[config.mk]
export PLATFORM = sky130hd
export DESIGN_NAME = call_stack
export DESIGN_NICKNAME = d
export VERILOG_FILES = /design/src/rtl/call_stack_pkg.sv /design/src/rtl/stack_regfile.sv /design/src/rtl/call_stack.sv
export SDC_FILE = /design/constraint.sdc
export NUM_CORES = 1
export LEC_CHECK = 0
export CAP_MARGIN = 20
export CORE_UTILIZATION = 55
export DETAILED_ROUTE_END_ITERATION = 12
export PLACE_DENSITY_LB_ADDON = 0.05
export SYNTH_ARGS = -nofsm -noshare
export SYNTH_HDL_FRONTEND = slang
export SYNTH_SLANG_ARGS = --single-unit
[constraint.sdc]
create_clock -name clk -period 4 [get_ports clk]
set_clock_uncertainty 0.05 [all_clocks]
set_input_delay 0.8 -clock clk [delete_from_list [all_inputs] [get_ports clk]]
set_output_delay 0.8 -clock clk [all_outputs]
set_load 0.005 [all_outputs]
[src/rtl/call_stack_pkg.sv]
// Shared processor constants: instruction width and the return-stack defaults,
// plus the stack operation encoding used by the call-stack control logic.
package call_stack_pkg;

    localparam int INSTR_W     = 19;
    localparam int CS_DEPTH    = 8;
    localparam int CS_ADDR_W   = 12;

    typedef enum logic [1:0] {
        OP_NONE = 2'b00,
        OP_POP  = 2'b01,
        OP_PUSH = 2'b10,
        OP_SWAP = 2'b11
    } stack_op_e;

endpackage

[src/rtl/stack_regfile.sv]
// Return-address storage: one synchronous write port, one asynchronous read port.
// Contents are not reset; the top-level masks any entry that is not valid.
module stack_regfile #(
    parameter int DEPTH  = 8,
    parameter int ADDR_W = 12
) (
    input  logic                     clk,
    input  logic                     wr_en,
    input  logic [$clog2(DEPTH)-1:0] wr_idx,
    input  logic [ADDR_W-1:0]        wr_data,
    input  logic [$clog2(DEPTH)-1:0] rd_idx,
    output logic [ADDR_W-1:0]        rd_data
);

    logic [ADDR_W-1:0] mem [DEPTH];

    always_ff @(posedge clk) begin
        if (wr_en) begin
            mem[wr_idx] <= wr_data;
        end
    end

    assign rd_data = mem[rd_idx];

endmodule

[src/rtl/call_stack.sv]
// Hardware return-address stack for JSB/RET: count pointer, sticky error flags
// and push/pop/flush priority; entries live in stack_regfile.
module call_stack
    import call_stack_pkg::*;
#(
    parameter int DEPTH  = CS_DEPTH,
    parameter int ADDR_W = CS_ADDR_W
) (
    input  logic                   clk,
    input  logic                   reset,
    input  logic                   push,
    input  logic                   pop,
    input  logic                   flush,
    input  logic [ADDR_W-1:0]      push_data,
    output logic [ADDR_W-1:0]      top,
    output logic [$clog2(DEPTH):0] count,
    output logic                   empty,
    output logic                   full,
    output logic                   overflow,
    output logic                   underflow
);

    localparam int IDX_W = $clog2(DEPTH);
    localparam int CNT_W = IDX_W + 1;

    logic [CNT_W-1:0]  count_nxt;
    logic              ovf_set;
    logic              unf_set;
    logic              wr_en;
    logic [IDX_W-1:0]  wr_idx;
    logic [IDX_W-1:0]  top_idx;
    logic [ADDR_W-1:0] rd_data;
    stack_op_e         op;

    assign empty   = (count == '0);
    assign full    = (count == CNT_W'(DEPTH));
    assign top_idx = IDX_W'(count - CNT_W'(1));
    assign top     = empty ? '0 : rd_data;
    assign op      = stack_op_e'({push, pop});

    always_comb begin
        count_nxt = count;
        ovf_set   = 1'b0;
        unf_set   = 1'b0;
        wr_en     = 1'b0;
        wr_idx    = IDX_W'(count);
        if (flush) begin
            count_nxt = '0;
        end else begin
            case (op)
                OP_PUSH: begin
                    if (full) begin
                        ovf_set = 1'b1;
                    end else begin
                        wr_en     = 1'b1;
                        count_nxt = count + CNT_W'(1);
                    end
                end
                OP_POP: begin
                    if (empty) begin
                        unf_set = 1'b1;
                    end else begin
                        count_nxt = count - CNT_W'(1);
                    end
                end
                OP_SWAP: begin
                    // Empty swap degenerates into a plain push into slot 0.
                    wr_en = 1'b1;
                    if (empty) begin
                        unf_set   = 1'b1;
                        count_nxt = CNT_W'(1);
                    end else begin
                        wr_idx = top_idx;
                    end
                end
                default: ;
            endcase
        end
    end

    always_ff @(posedge clk) begin
        if (reset) begin
            count     <= '0;
            overflow  <= 1'b0;
            underflow <= 1'b0;
        end else begin
            count     <= count_nxt;
            overflow  <= overflow | ovf_set;
            underflow <= underflow | unf_set;
        end
    end

    stack_regfile #(
        .DEPTH  (DEPTH),
        .ADDR_W (ADDR_W)
    ) u_regfile (
        .clk     (clk),
        .wr_en   (wr_en & ~reset),
        .wr_idx  (wr_idx),
        .wr_data (push_data),
        .rd_idx  (top_idx),
        .rd_data (rd_data)
    );

endmodule

---- Word-level counts from Yosys, hierarchy flattened ----
Memory sizes are Yosys's and may differ from the RTL's.
Index checks and enable logic that the tools add are counted.
operators by class
  bitwise operators ....................... 4
  reduce and logical (&&, ||, !) cells .... 5
  mux-type cells .......................... 19
  $add $sub $neg .......................... 2
  equality and inequality tests ........... 7
operator list
  cell                                                  number
  two-way mux 12 bit                                    1
  two-way mux 4 bit                                     3
  case mux 4 bit (3 select lines)                       1
  two-way mux 1 bit                                     10
  two-way mux 3 bit                                     3
  inequality test 2 bit (second input constant)         3
  adder 4 x 1 -> 4 bit (second input constant)          1
  equality test 2 bit (second input constant)           2
  equality test 4 bit (second input constant)           1
  zero test 4 bit                                       1
  AND reduction 4 bit                                   1
  OR reduction 2 bit                                    2
  subtractor 4 x 1 -> 4 bit (second input constant)     1
  nonzero test 3 bit                                    1
  equality test 2 x 1 -> 1 bit (second input constant)  1
  bitwise OR 1 bit                                      2
  case mux 1 bit (2 select lines)                       1
  bitwise AND 1 bit                                     1
  NOT 1 bit                                             1
word-level totals
  memories ................................ 1
  RAM bits ................................ 96
  register bits after elaboration ......... 6
  logic and storage cells ................. 41
  output and inout bits ................... 20
  input bits .............................. 17
memory list
  name           words  bits a word  rd ports  clocked after Yosys merged registers in  wr ports  line                 text
  u_regfile.mem  8      12           1         0                                        1         stack_regfile.sv:15  logic [ADDR_W-1:0] mem [DEPTH];

---- Longest topological paths before layout ----
Gate-level depths: netlist (run 1).
  depth after elaboration ................. 7
  mapped depth ............................ 10
  depth with buffers taken out ............ 7

---- Modules after synthesis ----
Synthesis (run 1) repeated with hierarchy kept, for this count alone.
unflattened totals
  cell total of the unflattened synthesis .. 243
  area, all modules ....................... 4,434.3 um2
by module, submodules not included
  module         cells an instance  area each (um2)  seq. area each (um2)  instances
  stack_regfile  152                3,747.3          2,882.8               1
  call_stack     91                 686.9            120.1                 1

---- Least setup slack after synthesis (run 1) ----
No wires, ideal clock.
  path type ............................... register -> register
  start point ............................. register count[0]
  end point ............................... memory u_regfile.mem[0][0], enable pin
  arrival ................................. 2.865 ns
  stages on the path, launching flop included .. 10
  data required time ...................... 3.554 ns
  setup time .............................. 0.396 ns
  clock period less this slack ............ 3.311 ns
  slack ................................... 0.689 ns
  buffers on the path ..................... 2
  cells stage by stage .................... dfxtp_1 buf_2 buf_6 inv_1 ha_1 or3b_4 nand3_4 xnor2_1 or3_4 nor3_1
on the way
  longest elaborated chain between the ends .. 7
  elaborated cells on any way between the ends .. 12
  classes of those cells .................. 1 x add/sub; 1 x eq/ne; 8 x mux; 1 x bitwise; 1 x reduce/logical
RTL lines
  what                                     line                 text
  from (decl)                              call_stack.sv:16     output logic [$clog2(DEPTH):0] count,
  from (signal assigned)                   call_stack.sv:87     count <= count_nxt;
  equality test 4 bit                      call_stack.sv:36     assign full = (count == CNT_W'(DEPTH));
  two-way mux 1 bit                        call_stack.sv:52     if (full) begin
  case mux 1 bit (2 select lines)          call_stack.sv:50     case (op)
  two-way mux 1 bit                        call_stack.sv:47     if (flush) begin
  bitwise AND 1 bit                        call_stack.sv:98     .wr_en (wr_en & ~reset),
  two-way mux 1 bit                        stack_regfile.sv:18  if (wr_en) begin
  two-way mux 1 bit (not written as such)  stack_regfile.sv:19  mem[wr_idx] <= wr_data;
  to (decl)                                stack_regfile.sv:15
Parallel ways exist; a longest one is shown, timed or not.

---- Final worst setup path (run 1) ----
  start point ............................. register count[0]
  end point ............................... output port top[3]
on the way
  longest elaborated chain between the ends .. 3
  elaborated cells on any way between the ends .. 4
  classes of those cells .................. 1 x add/sub; 1 x mux; 1 x reduce/logical; 1 x memory
RTL lines
  what                       line              text
  subtractor 4 x 1 -> 4 bit  --
  memory read (8 x 12 bit)   --
  two-way mux 12 bit (*)     call_stack.sv:38  assign top = empty ? '0 : rd_data;
  to (decl)                  call_stack.sv:15  output logic [ADDR_W-1:0] top,
Every way passes the cells marked *; elsewhere a longest branch is shown, timed or not.

==> metrics.txt, run 1 <==
RSZ-0062 raised after global routing no; flops & latches, synth 102; post-route ant nets 0; ant diodes 0; vias in the first global route 2224; worst-path fanout max 7; Seq. cell area between 3000 and 4000 um^2; highest routed layer met4; layout cells sized above 1 a little over a quarter; Hold Path End overflow; Cell Pwr Density roughly 400 nW/um^2; die area 7970 um^2; total grt overflow 0; Clock Sinks roughly 100; buffer count from post-CTS setup fixing 0; post_cts resized 0; Crit Reg-Reg Endpoint u_regfile.mem[2][11]; routed length per instance approximately 21 um; gpl congestion 0.832; Worst R2R Start count[0]; Area Overhead vs Synth 19.5%; Worst-Margin Slew 692 ps; wire length on met3 roughly 430 um; fillers between 500 and 600; YS warnings 0; met2 WL just under 4000 um; Max-Cap Viols 0; CTS Buf Count 9; Synth area leaders edfxtp_1, mux4_2, dfxtp_1; first-pass GRT wire length between 10000 and 15000 um; total number of H-tree levels 3; Syn Nets approximately 240; TritonCTS clock tree built; Worst Hold Class reg2reg; arrival time worst endpoint approximately 2800 ps; fin. max-slew vios 0; commonest cells in the netlist edfxtp_1, mux4_2, a22o_1; Bufs on Longest Clock Path 2; final worst path period share 90.3%; 1st-iter DRT viols 175; die span in x ~90 um; Synth area leader edfxtp_1; Post-Syn Area about 4200 um^2; final setup TNS 0 ps; Top Ports 37; Starting Density between 50% and 60%; Rows 31; worst skew pair latency 350 ps; drt drc 0; HP Start overflow; Unique masters post-synth 39; Core Box Area 7290 um^2; largest net degree at the start of global routing 30; nets 300; DR pass1 iterations 4; post-synthesis sequential area ratio 71.7%; DRT met1 WL about 3700 um; hold path cells 2; Rel. slew slack 53.4%; Port Buffer Count 36; number of flops mapped to enable cells by yosys 96; share of the synthesized area in the top cell type between 60% and 70%; worst path required time around 3200 ps; crit end category output pin; clock slew at reported path FFs 90 ps; run status finished clean; leakage 0.00160 uW; Final HPWL DP 5550 um; count leader, synth edfxtp_1; footprint of the multi-input gates 1150 um^2; maximum clock rate about 280 MHz; GRT Overall Usage about 23%; initial antenna violation count 0; Reg2Reg Setup Slack between 1000 and 1500 ps; crit path launch type flip-flop; Syn Inst Count 223; clock root cell clkbuf_8; Final setup viols 0; r2r worst-path depth 8; die height 89.3 um; top_reg_cell synth edfxtp_1; Worst IR Drop VDD 0.306 mV; Post-synth ARST share 0%; post-route minimum period ~3600 ps; # hold bufs at CTS 0; Final Hold Viols 0; drt total wl about 8000 um; Vias/cell roughly 6; Worst Setup Path Type reg2out; via count 2312; syn_area_per_cell roughly 19 um^2; fin util about 70%
[how the worst max path moves through the flow]
| stage | startpoint | end |
|---|---|---|
| floorplan | count[0] | u_regfile.mem[0][0] |
| global placement | count[0] | top[5] |
| detailed placement | push | u_regfile.mem[2][7] |
| CTS | count[0] | top[5] |
| global route | count[1] | top[3] |
| finish | count[0] | top[3] |
[registers in the layout, indices dropped and copies added, names as in the netlist]
register and count:
count 4, overflow 1, u_regfile.mem 96, underflow 1
[layout by cell type (no fill, tap or decap), types with 3 or more instances in the layout]
master           Yosys  routed
ha_1                 3       3
mux4_2              24      24
inv_1                4       4
buf_4                1      21
nand2_1              6       6
dfxtp_1              6       5
o21ai_0              5       5
nor3_2               0       8
a21oi_1              4       4
nor2b_1              7       7
a22o_1              12      12
clkinv_4             0       3
edfxtp_1            96      96
clkbuf_8             0       9
clkdlybuf4s50_1      0      36
nor2_1               7       7
[worst max-delay path, stage by stage (launching register included)]
cell	delay (ps)
dfxtp_2	330
inv_1	70
ha_1	280
or3b_4	300
inv_1	70
nor2_1	460
buf_6	250
a22o_1	150
clkdlybuf4s50_1	500
[where the power goes]
part / switching, uW / internal [uW] / total, uW
Combinational: 112 / 125 / 237
Sequential: 3.43 / 1180 / 1180
Clock: 352 / 238 / 590
Total: 467 / 1540 / 2010
[metal layers]
metal,vias up,global-route usage [%]
met2,83,34.6
met3,11,5.82
met4,0,6.64
met1,1192,32.9
met5,-,0
li1,1026,-
[metrics by stage]
step	instance area, um^2	setup slack [ps]	hold WS [ps]	power (uW)	std cells
floorplan	4190	689	410	1330	223
global placement	4810	469	414	1440	367
detailed placement	4820	584	410	1440	368
CTS	5010	358	434	2020	384
global route	5010	225	447	2080	384
finish	5010	388	429	2010	384
[final cells by class]
type | count | area share [%]
Clock inverter | 6 | 1.12
Inverter | 4 | 0.300
Multi-Input combinational cell | 105 | 23.0
Tap cell | 99 | 2.47
Timing Repair Buffer | 58 | 10.6
Clock buffer | 10 | 2.55
Sequential cell | 102 | 60.0
[logic make-up after synthesis]
kind of cell / share of synthesized area [%]
AOI/OAI and AO/OA: 6.18
and+or+nand+nor: 5.58
xor gates and xnor gates: 0.418
adders and majority gates: 0.896
muxes: 13.4
DFF: 71.7
buffers and inverters: 1.85
No activity file was read; power rests on OpenSTA's default activity.
==> run 2, diff against run 1 <==
CORE_ASPECT_RATIO = 1.5   (was not set)
CORE_UTILIZATION = 43   (was 55)
PLACE_DENSITY = 0.6   (was not set)
PLACE_DENSITY_LB_ADDON = not set   (was 0.05)
==> run 2 against run 1 <==
  * Critical path type unchanged
  * Largest cell class unchanged
  * Worst setup slack got worse by 53 ps
  * Routed wire length rose by 0.88%
  * Sequential power barely moved
==> metrics.txt, run 2 (same netlist as run 1, synthesis figures left out) <==
run status finished clean (unchanged); Top Registers u_regfile.mem (96), count (4) (unchanged); Core Box Area 9360 um^2 (was 7290 um^2); initial antenna violation count 0 (unchanged); hold path cells 2 (unchanged); Worst IR Drop VDD 0.307 mV (was 0.306 mV); Final Hold Viols 0 (unchanged); Top Ports 37 (unchanged); die area 10200 um^2 (was 7970 um^2); crit path launch type flip-flop (unchanged); final setup TNS 0 ps (unchanged); TritonCTS clock tree built (unchanged); largest net degree at the start of global routing 30 (unchanged); via count 2252 (was 2312); r2r worst-path depth 8 (unchanged); footprint of the multi-input gates 1150 um^2 (unchanged); Clock Sinks 102 (unchanged); leakage 0.00162 uW (was 0.00160 uW); cell area after layout 5090 um^2 (was 5010 um^2); gpl congestion 0.771 (was 0.832); GR Layer Usage met2 29.1% (was 34.6%); first-pass GRT wire length 12700 um (was 12200 um); die span in x 82.6 um (was 89.3 um); fillers 768 (was 525); Vias/cell 5.74 (was 6.02); total power 2260 uW (was 2010 uW); final worst path period share 91.6% (was 90.3%); die height 123 um (was 89.3 um); CTS Buf Count 9 (unchanged); post_cts resized 0 (unchanged); Placed Cells 376 (was 368); worst-path fanout max 7 (unchanged); Rel. slew slack 53.8% (was 53.4%); vias in the first global route 2234 (was 2224); routed length per instance 21.1 um (was 21.4 um); 1st-iter DRT viols 140 (was 175); drt total wl 8270 um (was 8200 um); Reg2Reg Setup Slack 1570 ps (was 1300 ps); worst path required time 3150 ps (about the same); maximum clock rate 273 MHz (was 277 MHz); clock slew at reported path FFs 70 ps (was 90 ps); Starting Density 44.8% (was 57.5%); Worst Setup Path Type reg2out (unchanged); Port Buffer Count 36 (unchanged); GRT Overall Usage 18.4% (was 22.7%); Post-DP Area 4800 um^2 (was 4820 um^2); most common cell after layout, fill and taps aside edfxtp_1 (unchanged); drt drc 0 (unchanged); Layout Cells excl Fill 392 (was 384); layout cells sized above 1 25.4% (was 27.0%); Max-Cap Viols 0 (unchanged); Final HPWL DP 5220 um (was 5550 um); total grt overflow 0 (unchanged); post-route minimum period 3670 ps (was 3610 ps); ant diodes 0 (unchanged); Worst-Margin Slew 686 ps (was 692 ps); Seq. cell area 3000 um^2 (unchanged); # hold bufs at CTS 0 (unchanged); Most flops, register u_regfile.mem (unchanged); clock root cell clkbuf_16 (was clkbuf_8); GRT met1 Usage 24.5% (was 32.9%); WHS 432 ps (was 429 ps); RSZ-0062 raised after global routing no (unchanged); total number of H-tree levels 3 (unchanged); most frequent cells in the layout edfxtp_1, clkdlybuf4s50_1, mux4_2 (unchanged); global route hottest layer met2 (unchanged); Worst Hold Class reg2reg (unchanged); Cell Pwr Density 444 nW/um^2 (was 401 nW/um^2); Rows 43 (was 31); post-route ant nets 0 (unchanged); max reg flops 96 (unchanged); fin. max-slew vios 0 (unchanged); Area Overhead vs Synth 21.5% (was 19.5%); Bufs on Longest Clock Path 2 (unchanged); arrival time worst endpoint 2820 ps (was 2760 ps); buffer count from post-CTS setup fixing 0 (unchanged); nets 295 (was 300); Final setup viols 0 (unchanged); met3 usage 3.39% (was 5.82%); worst skew pair latency 340 ps (was 350 ps); crit end category output pin (unchanged); DR pass1 iterations 4 (unchanged)
run 2: cell count changes in the layout (fill, tap and decap cells not counted), sizes merged:
cell | previous run | this run
buf | 22 | 17
bufinv | 0 | 1
clkbuf | 10 | 9
clkinv | 3 | 4
inv | 6 | 5
run 2: stage by stage:
| stage | setup slack [ps] | util [%] |
|---|---|---|
| 6_report | 335 | 54.4 |
| 5_1_grt | 189 | 54.4 |
| 4_1_cts | 320 | 54.4 |
| 3_5_place_dp | 699 | 51.3 |
| 3_3_place_gp | 465 | 51.2 |
| 2_1_floorplan | 689 | - |
run 2: power by group:
group / internal (uW) / switching [uW]
Sequential: 1180 / 4.22
Clock: 480 / 364
Combinational: 122 / 113
run 2: worst max-delay path, stage by stage, from the launching register on:
cell	delay (ps)
dfxtp_1	430
inv_1	110
ha_1	200
or3b_4	270
inv_1	70
nor2_1	520
buf_6	230
a22o_1	150
clkdlybuf4s50_1	500
run 2: per-layer routing:
layer | vias up | share of wire [%] | wire length [um]
met4 | 0 | 2.4 | 197
met3 | 17 | 3.7 | 309
met2 | 56 | 51 | 4230
met1 | 1157 | 43 | 3540
li1 | 1022 | - | -
met5 | - | 0 | 0
run 2: worst paths after layout:
kind,from,to
max,count[1],top[3]
min,overflow,overflow
max reg2reg,count[1],u_regfile.mem[0][3]
min reg2reg,overflow,overflow
run 2: area by class of cell:
type | instances | area share [%]
Sequential cell | 102 | 59.0
Multi-Input combinational cell | 105 | 22.6
Timing Repair Buffer | 53 | 9.66
Clock buffer | 9 | 4.42
Tap cell | 112 | 2.75
Clock inverter | 7 | 1.25
Inverter | 4 | 0.295
==> run 3, diff against run 2 <==
CTS_CLUSTER_SIZE = 30   (was not set)
==> results of run 3 <==
Final layout, timing and power as in run 2 (identical DEF).
